`src/rtl/ccd_pkg.sv`:
```
// Shared types and helpers for the clock-domain-crossing FIFO test engines.
package ccd_pkg;

  // Consumer-side burst reader states.
  typedef enum logic [1:0] {
    S_IDLE,
    S_READ,
    S_GAP,
    S_DRAIN
  } rd_state_e;

  // Default geometry shared by the producer and consumer engines.
  localparam int CCD_DATA_WIDTH = 8;
  localparam int CCD_MAX_BURST  = 1024;

  // Ramp value expected at word idx. Callers keep only the low word-width
  // bits, and that truncation is what makes the pattern wrap.
  function automatic logic [31:0] exp_word(input logic [31:0] seed, input logic [31:0] idx);
    return seed + idx;
  endfunction

endpackage

```
`src/rtl/ccd_rd_checker.sv`:
```
// Check stage of the burst reader: compares each returned FIFO word with the
// ramp pattern and keeps the per-burst statistics.
module ccd_rd_checker
  import ccd_pkg::*;
#(
  parameter int P_DATA_WIDTH = CCD_DATA_WIDTH,
  parameter int P_SEED       = 1,
  parameter int CNT_W        = 11
) (
  input  logic                    clk,
  input  logic                    rst_n,
  input  logic                    clear,
  input  logic                    accept,
  input  logic [P_DATA_WIDTH-1:0] data_in,
  output logic                    check_vld,
  output logic [CNT_W-1:0]        word_cnt,
  output logic [CNT_W-1:0]        err_cnt,
  output logic                    err_flag,
  output logic [CNT_W-1:0]        first_err_idx,
  output logic [P_DATA_WIDTH-1:0] last_data
);

  logic [P_DATA_WIDTH-1:0] exp_data;
  logic                    mismatch;

  // Expected ramp word for the word currently being returned.
  always_comb begin
    exp_data = P_DATA_WIDTH'(exp_word(32'(P_SEED), 32'(word_cnt)));
    mismatch = (data_in != exp_data);
  end

  // Data arrives one cycle after the read is accepted, so the accept is
  // delayed by a register and the returned word is scored on the next edge.
  always_ff @(posedge clk) begin
    if (!rst_n) begin
      check_vld     <= 1'b0;
      word_cnt      <= '0;
      err_cnt       <= '0;
      err_flag      <= 1'b0;
      first_err_idx <= '0;
      last_data     <= '0;
    end else begin
      check_vld <= accept;
      if (clear) begin
        word_cnt      <= '0;
        err_cnt       <= '0;
        err_flag      <= 1'b0;
        first_err_idx <= '0;
        last_data     <= '0;
      end else if (check_vld) begin
        word_cnt  <= word_cnt + 1'b1;
        last_data <= data_in;
        if (mismatch) begin
          if (err_cnt != '1) begin
            err_cnt <= err_cnt + 1'b1;
          end
          if (!err_flag) begin
            err_flag      <= 1'b1;
            first_err_idx <= word_cnt;
          end
        end
      end
    end
  end

endmodule

```
`src/rtl/ccd_burst_reader.sv`:
```
// Consumer-domain burst reader: drains BURST_LEN words from the CDC FIFO with
// RD_IDLE gap cycles between reads and checks them against the producer ramp.
module ccd_burst_reader
  import ccd_pkg::*;
#(
  parameter int  P_DATA_WIDTH = CCD_DATA_WIDTH,
  parameter int  P_MAX_BURST  = CCD_MAX_BURST,
  parameter int  P_IDLE_W     = 4,
  parameter int  P_SEED       = 1,
  localparam int CNT_W        = $clog2(P_MAX_BURST + 1)
) (
  input  logic                    CON_CLK,
  input  logic                    RST_n,
  input  logic                    START,
  input  logic [CNT_W-1:0]        BURST_LEN,
  input  logic [P_IDLE_W-1:0]     RD_IDLE,
  input  logic                    EMPTY,
  input  logic [P_DATA_WIDTH-1:0] DATA_IN,
  output logic                    R_EN,
  output logic                    BUSY,
  output logic                    DONE,
  output logic [CNT_W-1:0]        WORD_CNT,
  output logic [CNT_W-1:0]        ERR_CNT,
  output logic                    ERR_FLAG,
  output logic [CNT_W-1:0]        FIRST_ERR_IDX,
  output logic [P_DATA_WIDTH-1:0] LAST_DATA
);

  rd_state_e             state, state_n;
  logic [CNT_W-1:0]      issued, issued_n;
  logic [CNT_W-1:0]      len_q, len_n;
  logic [P_IDLE_W-1:0]   idle_q, idle_n;
  logic [P_IDLE_W-1:0]   gap_cnt, gap_n;
  logic                  busy_q, busy_n;
  logic                  done_q, done_n;
  logic                  clear;
  logic                  rd_en;
  logic                  check_vld;
  logic [CNT_W-1:0]      word_cnt;

  // Next-state logic: read issue, gap spacing and waiting for the last check.
  always_comb begin
    state_n  = state;
    issued_n = issued;
    len_n    = len_q;
    idle_n   = idle_q;
    gap_n    = gap_cnt;
    busy_n   = busy_q;
    done_n   = 1'b0;
    clear    = 1'b0;
    rd_en    = (state == S_READ) && !EMPTY;
    case (state)
      S_IDLE: begin
        if (START) begin
          clear    = 1'b1;
          issued_n = '0;
          if (BURST_LEN != '0) begin
            len_n   = BURST_LEN;
            idle_n  = RD_IDLE;
            busy_n  = 1'b1;
            state_n = S_READ;
          end else begin
            done_n = 1'b1;
          end
        end
      end
      S_READ: begin
        if (rd_en) begin
          issued_n = issued + 1'b1;
          if (issued_n == len_q) begin
            state_n = S_DRAIN;
          end else if (idle_q != '0) begin
            gap_n   = idle_q;
            state_n = S_GAP;
          end
        end
      end
      S_GAP: begin
        gap_n = gap_cnt - 1'b1;
        if (gap_cnt <= P_IDLE_W'(1)) begin
          state_n = S_READ;
        end
      end
      S_DRAIN: begin
        if (check_vld && ((word_cnt + 1'b1) == len_q)) begin
          state_n = S_IDLE;
          busy_n  = 1'b0;
          done_n  = 1'b1;
        end
      end
      default: begin
        state_n = S_IDLE;
      end
    endcase
  end

  // Control registers; reset abandons any burst in progress.
  always_ff @(posedge CON_CLK) begin
    if (!RST_n) begin
      state   <= S_IDLE;
      issued  <= '0;
      len_q   <= '0;
      idle_q  <= '0;
      gap_cnt <= '0;
      busy_q  <= 1'b0;
      done_q  <= 1'b0;
    end else begin
      state   <= state_n;
      issued  <= issued_n;
      len_q   <= len_n;
      idle_q  <= idle_n;
      gap_cnt <= gap_n;
      busy_q  <= busy_n;
      done_q  <= done_n;
    end
  end

  ccd_rd_checker #(
    .P_DATA_WIDTH(P_DATA_WIDTH),
    .P_SEED      (P_SEED),
    .CNT_W       (CNT_W)
  ) u_checker (
    .clk          (CON_CLK),
    .rst_n        (RST_n),
    .clear        (clear),
    .accept       (rd_en),
    .data_in      (DATA_IN),
    .check_vld    (check_vld),
    .word_cnt     (word_cnt),
    .err_cnt      (ERR_CNT),
    .err_flag     (ERR_FLAG),
    .first_err_idx(FIRST_ERR_IDX),
    .last_data    (LAST_DATA)
  );

  assign R_EN     = rd_en;
  assign BUSY     = busy_q;
  assign DONE     = done_q;
  assign WORD_CNT = word_cnt;

endmodule

```
`config.mk`:
```
export PLATFORM = sky130hd
export DESIGN_NAME = ccd_burst_reader
export DESIGN_NICKNAME = d
export VERILOG_FILES = /design/src/rtl/ccd_pkg.sv /design/src/rtl/ccd_rd_checker.sv /design/src/rtl/ccd_burst_reader.sv
export SDC_FILE = /design/constraint.sdc
export NUM_CORES = 1
export LEC_CHECK = 0
export ABC_CLOCK_PERIOD_IN_PS = 3850
export CORE_UTILIZATION = 45
export CTS_CLUSTER_SIZE = 14
export DETAILED_ROUTE_END_ITERATION = 8
export GPL_TIMING_DRIVEN = 0
export PLACE_DENSITY = 0.77
export SLEW_MARGIN = 20
export SYNTH_ARGS = -nofsm -noshare
export SYNTH_HDL_FRONTEND = slang
export SYNTH_SLANG_ARGS = --single-unit
```
`constraint.sdc`:
```
create_clock -name CON_CLK -period 3.85 [get_ports CON_CLK]
set_input_delay 0.77 -clock CON_CLK [delete_from_list [all_inputs] [get_ports CON_CLK]]
set_output_delay 0.77 -clock CON_CLK [all_outputs]
set_load 0.005 [all_outputs]
```
==> impl_metrics.csv <==
group,metric,value,unit
power_and_ir_drop,switchingPower,0.000702,W
placed_design,port_buffers,70,
setup_path,r2r_end,"state[1]",
status,outcome,"finished clean",
die,die-area,0.00980,mm2
timing,max_freq,320,MHz
yosys,ys_ff_latch,77,
die,ioPinCount,72,
yosys,async_flop_share,0,%
placed_design,place_hpwl,8.00,mm
global_routing,busiest_layer,"met2",
setup_path,crit_path_top_delay_cell,"clkdlybuf4s50_1",
clocking,cts_sinks,77,
cells_and_area,diodes,0,
die,start_util,46.0,%
yosys,syn-instance-count,492,
placed_design,gp_congestion,0.921,
yosys,synth.top_cell.area_share,36.4,%
yosys,synth_cell_type_count,59,
clocking,cts_made_buffers,9,
clocking,root_buffer,"clkbuf_8",
yosys,synth-warning-count,0,
yosys,synth_top_cells_by_count,"dfxtp_1 (77), nor2_1 (58), mux2i_1 (40)",
hold_path,worstHoldPathCells,2,
detailed_routing,drc,0,
detailed_routing,wl_per_cell,15.4,um
power_and_ir_drop,power_density,416,mW/mm2
detailed_routing,vias,3820,
timing,drv_slew,0,
timing,setup_violations,0,
setup_path,path_class,"reg2out",
die,die_h,99.0,um
die,core-area,0.00920,mm2
cells_and_area,area_growth_syn_to_layout,25.2,%
power_and_ir_drop,power.internal,0.00150,W
setup_path,critPathArrivalTime,2.36,ns
setup_path,cp_cell_sequence,"inv_1 -> ha_1 -> clkbuf_1 -> inv_1 -> nor2_1 -> clkdlybuf4s50_1",
global_routing,grt_max_degree,14,
power_and_ir_drop,p_clk_share,31.4,%
die,die_w,99.0,um
cells_and_area,final_area,0.00530,mm2
clocking,clk_pin_slew_worst_paths,0.08,ns
die,rows,35,
placed_design,place_ws,0.501,ns
global_routing,antenna_found_initial,0,
hold_path,whs_endpoint,"u_checker.err_flag",
clocking,post-cts-setup-buffers,0,
setup_path,required,3.08,ns
detailed_routing,first_iter_violations,213,
setup_path,crit_fanout,7,
timing,worstMarginPinSlew,0.755,ns
global_routing,grt_usage,22.5,%
clocking,cts.repair.resized,0,
timing,tns,0,ns
cells_and_area,fill_cells,845,
global_routing,met1_usage,27.8,%
power_and_ir_drop,ir_drop,273,uV
timing,fin_skew,0.00822,ns
power_and_ir_drop,seq_power_share,41.4,%
hold_path,hold_path.class,"reg2reg",
clocking,cts_tree,"done",
cells_and_area,layout.nets,609,
clocking,clock_path_buffers,2,
global_routing,grt_pass1_vias,3654,
detailed_routing,via_per_inst,5.54,
yosys,ys.flop_type,"dfxtp_1",
cells_and_area,drive_above_1_share,6.06,%
setup_path,crit_top_cell,"inv_1",
setup_path,cp-end-kind,"output port",
global_routing,globalRoute.totalOverflow,0,
setup_path,worst_r2r_startpoint,"u_checker.word_cnt[1]",
timing,fin_crit_sh,81.2,%
detailed_routing,drt_wl_total,10.6,mm
clocking,holdBufCountCts,0,
global_routing,grt_pass1_wl,17.6,mm
yosys,synth_area,0.00423,mm2
detailed_routing,first_pass_iters,4,
global_routing,grt_use_met2,38.7,%
yosys,ys_seq_area_share,36.4,%
yosys,synth_area_leaders,"dfxtp_1 (36%), mux2i_1 (9.5%), xor2_1 (5.8%)",
global_routing,grt.met3_usage,4.96,%
clocking,clock_latency,0.35,ns
timing,hold_viol,0,
run,max-cap-violations,0,
setup_path,ff2ff_setup_slack,0.76,ns
power_and_ir_drop,leakage,1.90,nW
yosys,synth_edf_count,0,
yosys,syn_nets,528,
clocking,h-tree-depth,3,
yosys,synth_largest_area_cell,"dfxtp_1",
yosys,yosysMostFrequentCell,"dfxtp_1",
placed_design,placed_area,0.00507,mm2
timing,final.setup.worst_slack,0.725,ns
detailed_routing,drtAntennaViolNets,0,
setup_path,critPathLaunchType,"register",
yosys,synth_area_per_cell,8.60,um2
hold_path,min-delay-start,"u_checker.err_flag",
power_and_ir_drop,switching_share,31.9,%
timing,rsz0062_at_grt,"no",
timing,slew_headroom,48.9,%
power_and_ir_drop,combPwrFrac,27.2,%
setup_path,slowest_delay,0.59,ns
setup_path,rr_worst_depth,11,
timing,period_needed,3.13,ns
## through the flow
stage	power [W]	utilization, %	hold WS [ns]	std cells
4_1_cts	0.00221	57.6	0.479	689
3_5_place_dp	0.00152	55.2	0.466	673
5_1_grt	0.00232	57.6	0.498	689
3_3_place_gp	0.00150	55.2	0.455	673
2_1_floorplan	0.00134	-	0.450	492
6_report	0.00220	57.6	0.478	689
## worst max-delay path by stage
stage | from | endpoint | slack [ns] | cells past startpoint
2_1_floorplan | DATA_IN[2] | u_checker.err_cnt[5] | 1.37 | 8
3_3_place_gp | DATA_IN[2] | u_checker.err_cnt[5] | 0.57 | 9
3_5_place_dp | DATA_IN[2] | u_checker.err_cnt[5] | 0.50 | 9
4_1_cts | state[1] | R_EN | 0.73 | 6
5_1_grt | u_checker.word_cnt[1] | state[1] | 0.53 | 11
6_report | state[1] | R_EN | 0.72 | 6
## area by class of cell
cell class	instances	area [um2]	area share, %
Multi-Input combinational cell	372	2510	47.4
Clock buffer	11	141	2.67
Buffer	29	125	2.36
Clock inverter	5	83.8	1.58
Tap cell	111	139	2.62
Sequential cell	77	1540	29.1
Timing Repair Buffer	70	701	13.2
Inverter	14	52.6	0.992
## routing by layer
layer | wire length (um) | vias to the layer above
met5 | 0 | -
met4 | 205 | 0
met3 | 481 | 17
met2 | 5120 | 102
met1 | 4820 | 1831
li1 | - | 1870
## critical path: cells and delay by family, from the launching register on
| kind | cells | cell delay, ns |
|---|---|---|
| AND/OR/NAND/NOR | 1 | 0.41 |
| flip-flops | 1 | 0.35 |
| adder cells (fa/ha/maj) | 1 | 0.14 |
| buffers and inverters | 4 | 1.10 |
## logic make-up after synthesis
logic type                 after synthesis  share of synthesized area, %
buffers and inverters                   43                          4.20
muxes                                   40                          9.46
AOI/OAI and AO/OA                       71                          11.4
xor gates and xnor gates                52                          11.4
DFF                                     77                          36.4
and+or+nand+nor                        200                          24.4
adders and majority gates                9                          2.66
## cell usage in the layout, fill, tap and decap left out, types with 2 or more instances in the layout
cell	instances
a211oi_1	3
a21boi_0	5
a21oi_1	13
a22oi_1	6
a31oi_1	3
and2_1	3
and3_1	7
and4_1	4
buf_1	2
buf_2	9
bufinv_16	2
clkbuf_1	17
clkbuf_8	10
clkdlybuf4s50_1	70
clkinvlp_4	2
dfxtp_1	77
ha_1	9
inv_1	14
mux2i_1	40
nand2_1	37
nand2b_1	6
nand3_1	18
nand4_1	10
nand4b_1	3
nor2_1	58
nor2b_1	24
nor3_1	6
nor3b_1	2
nor4_1	6
o21a_1	3
o21ai_0	18
o22ai_1	5
o31ai_1	3
or3_1	3
or4_1	2
xnor2_1	22
xnor3_1	2
xor2_1	28
## power groups by stage
stage          registers [W]  logic [W]  clock network [W]
2_1_floorplan       0.000910   0.000433                  0
3_3_place_gp        0.000925   0.000575                  0
3_5_place_dp        0.000929   0.000590                  0
4_1_cts             0.000910   0.000595           0.000704
5_1_grt             0.000919   0.000666           0.000740
6_report            0.000912   0.000600           0.000691
## sequential cells by signal (all words and copies together), names as in the netlist
name	count
BUSY	1
u_checker.first_err_idx	11
issued	11
u_checker.word_cnt	11
u_checker.err_cnt	11
len_q	11
DONE	1
idle_q	4
u_checker.check_vld	1
gap_cnt	4
state	2
u_checker.err_flag	1
u_checker.last_data	8
Note: power is estimated with default switching activity, not from simulation.
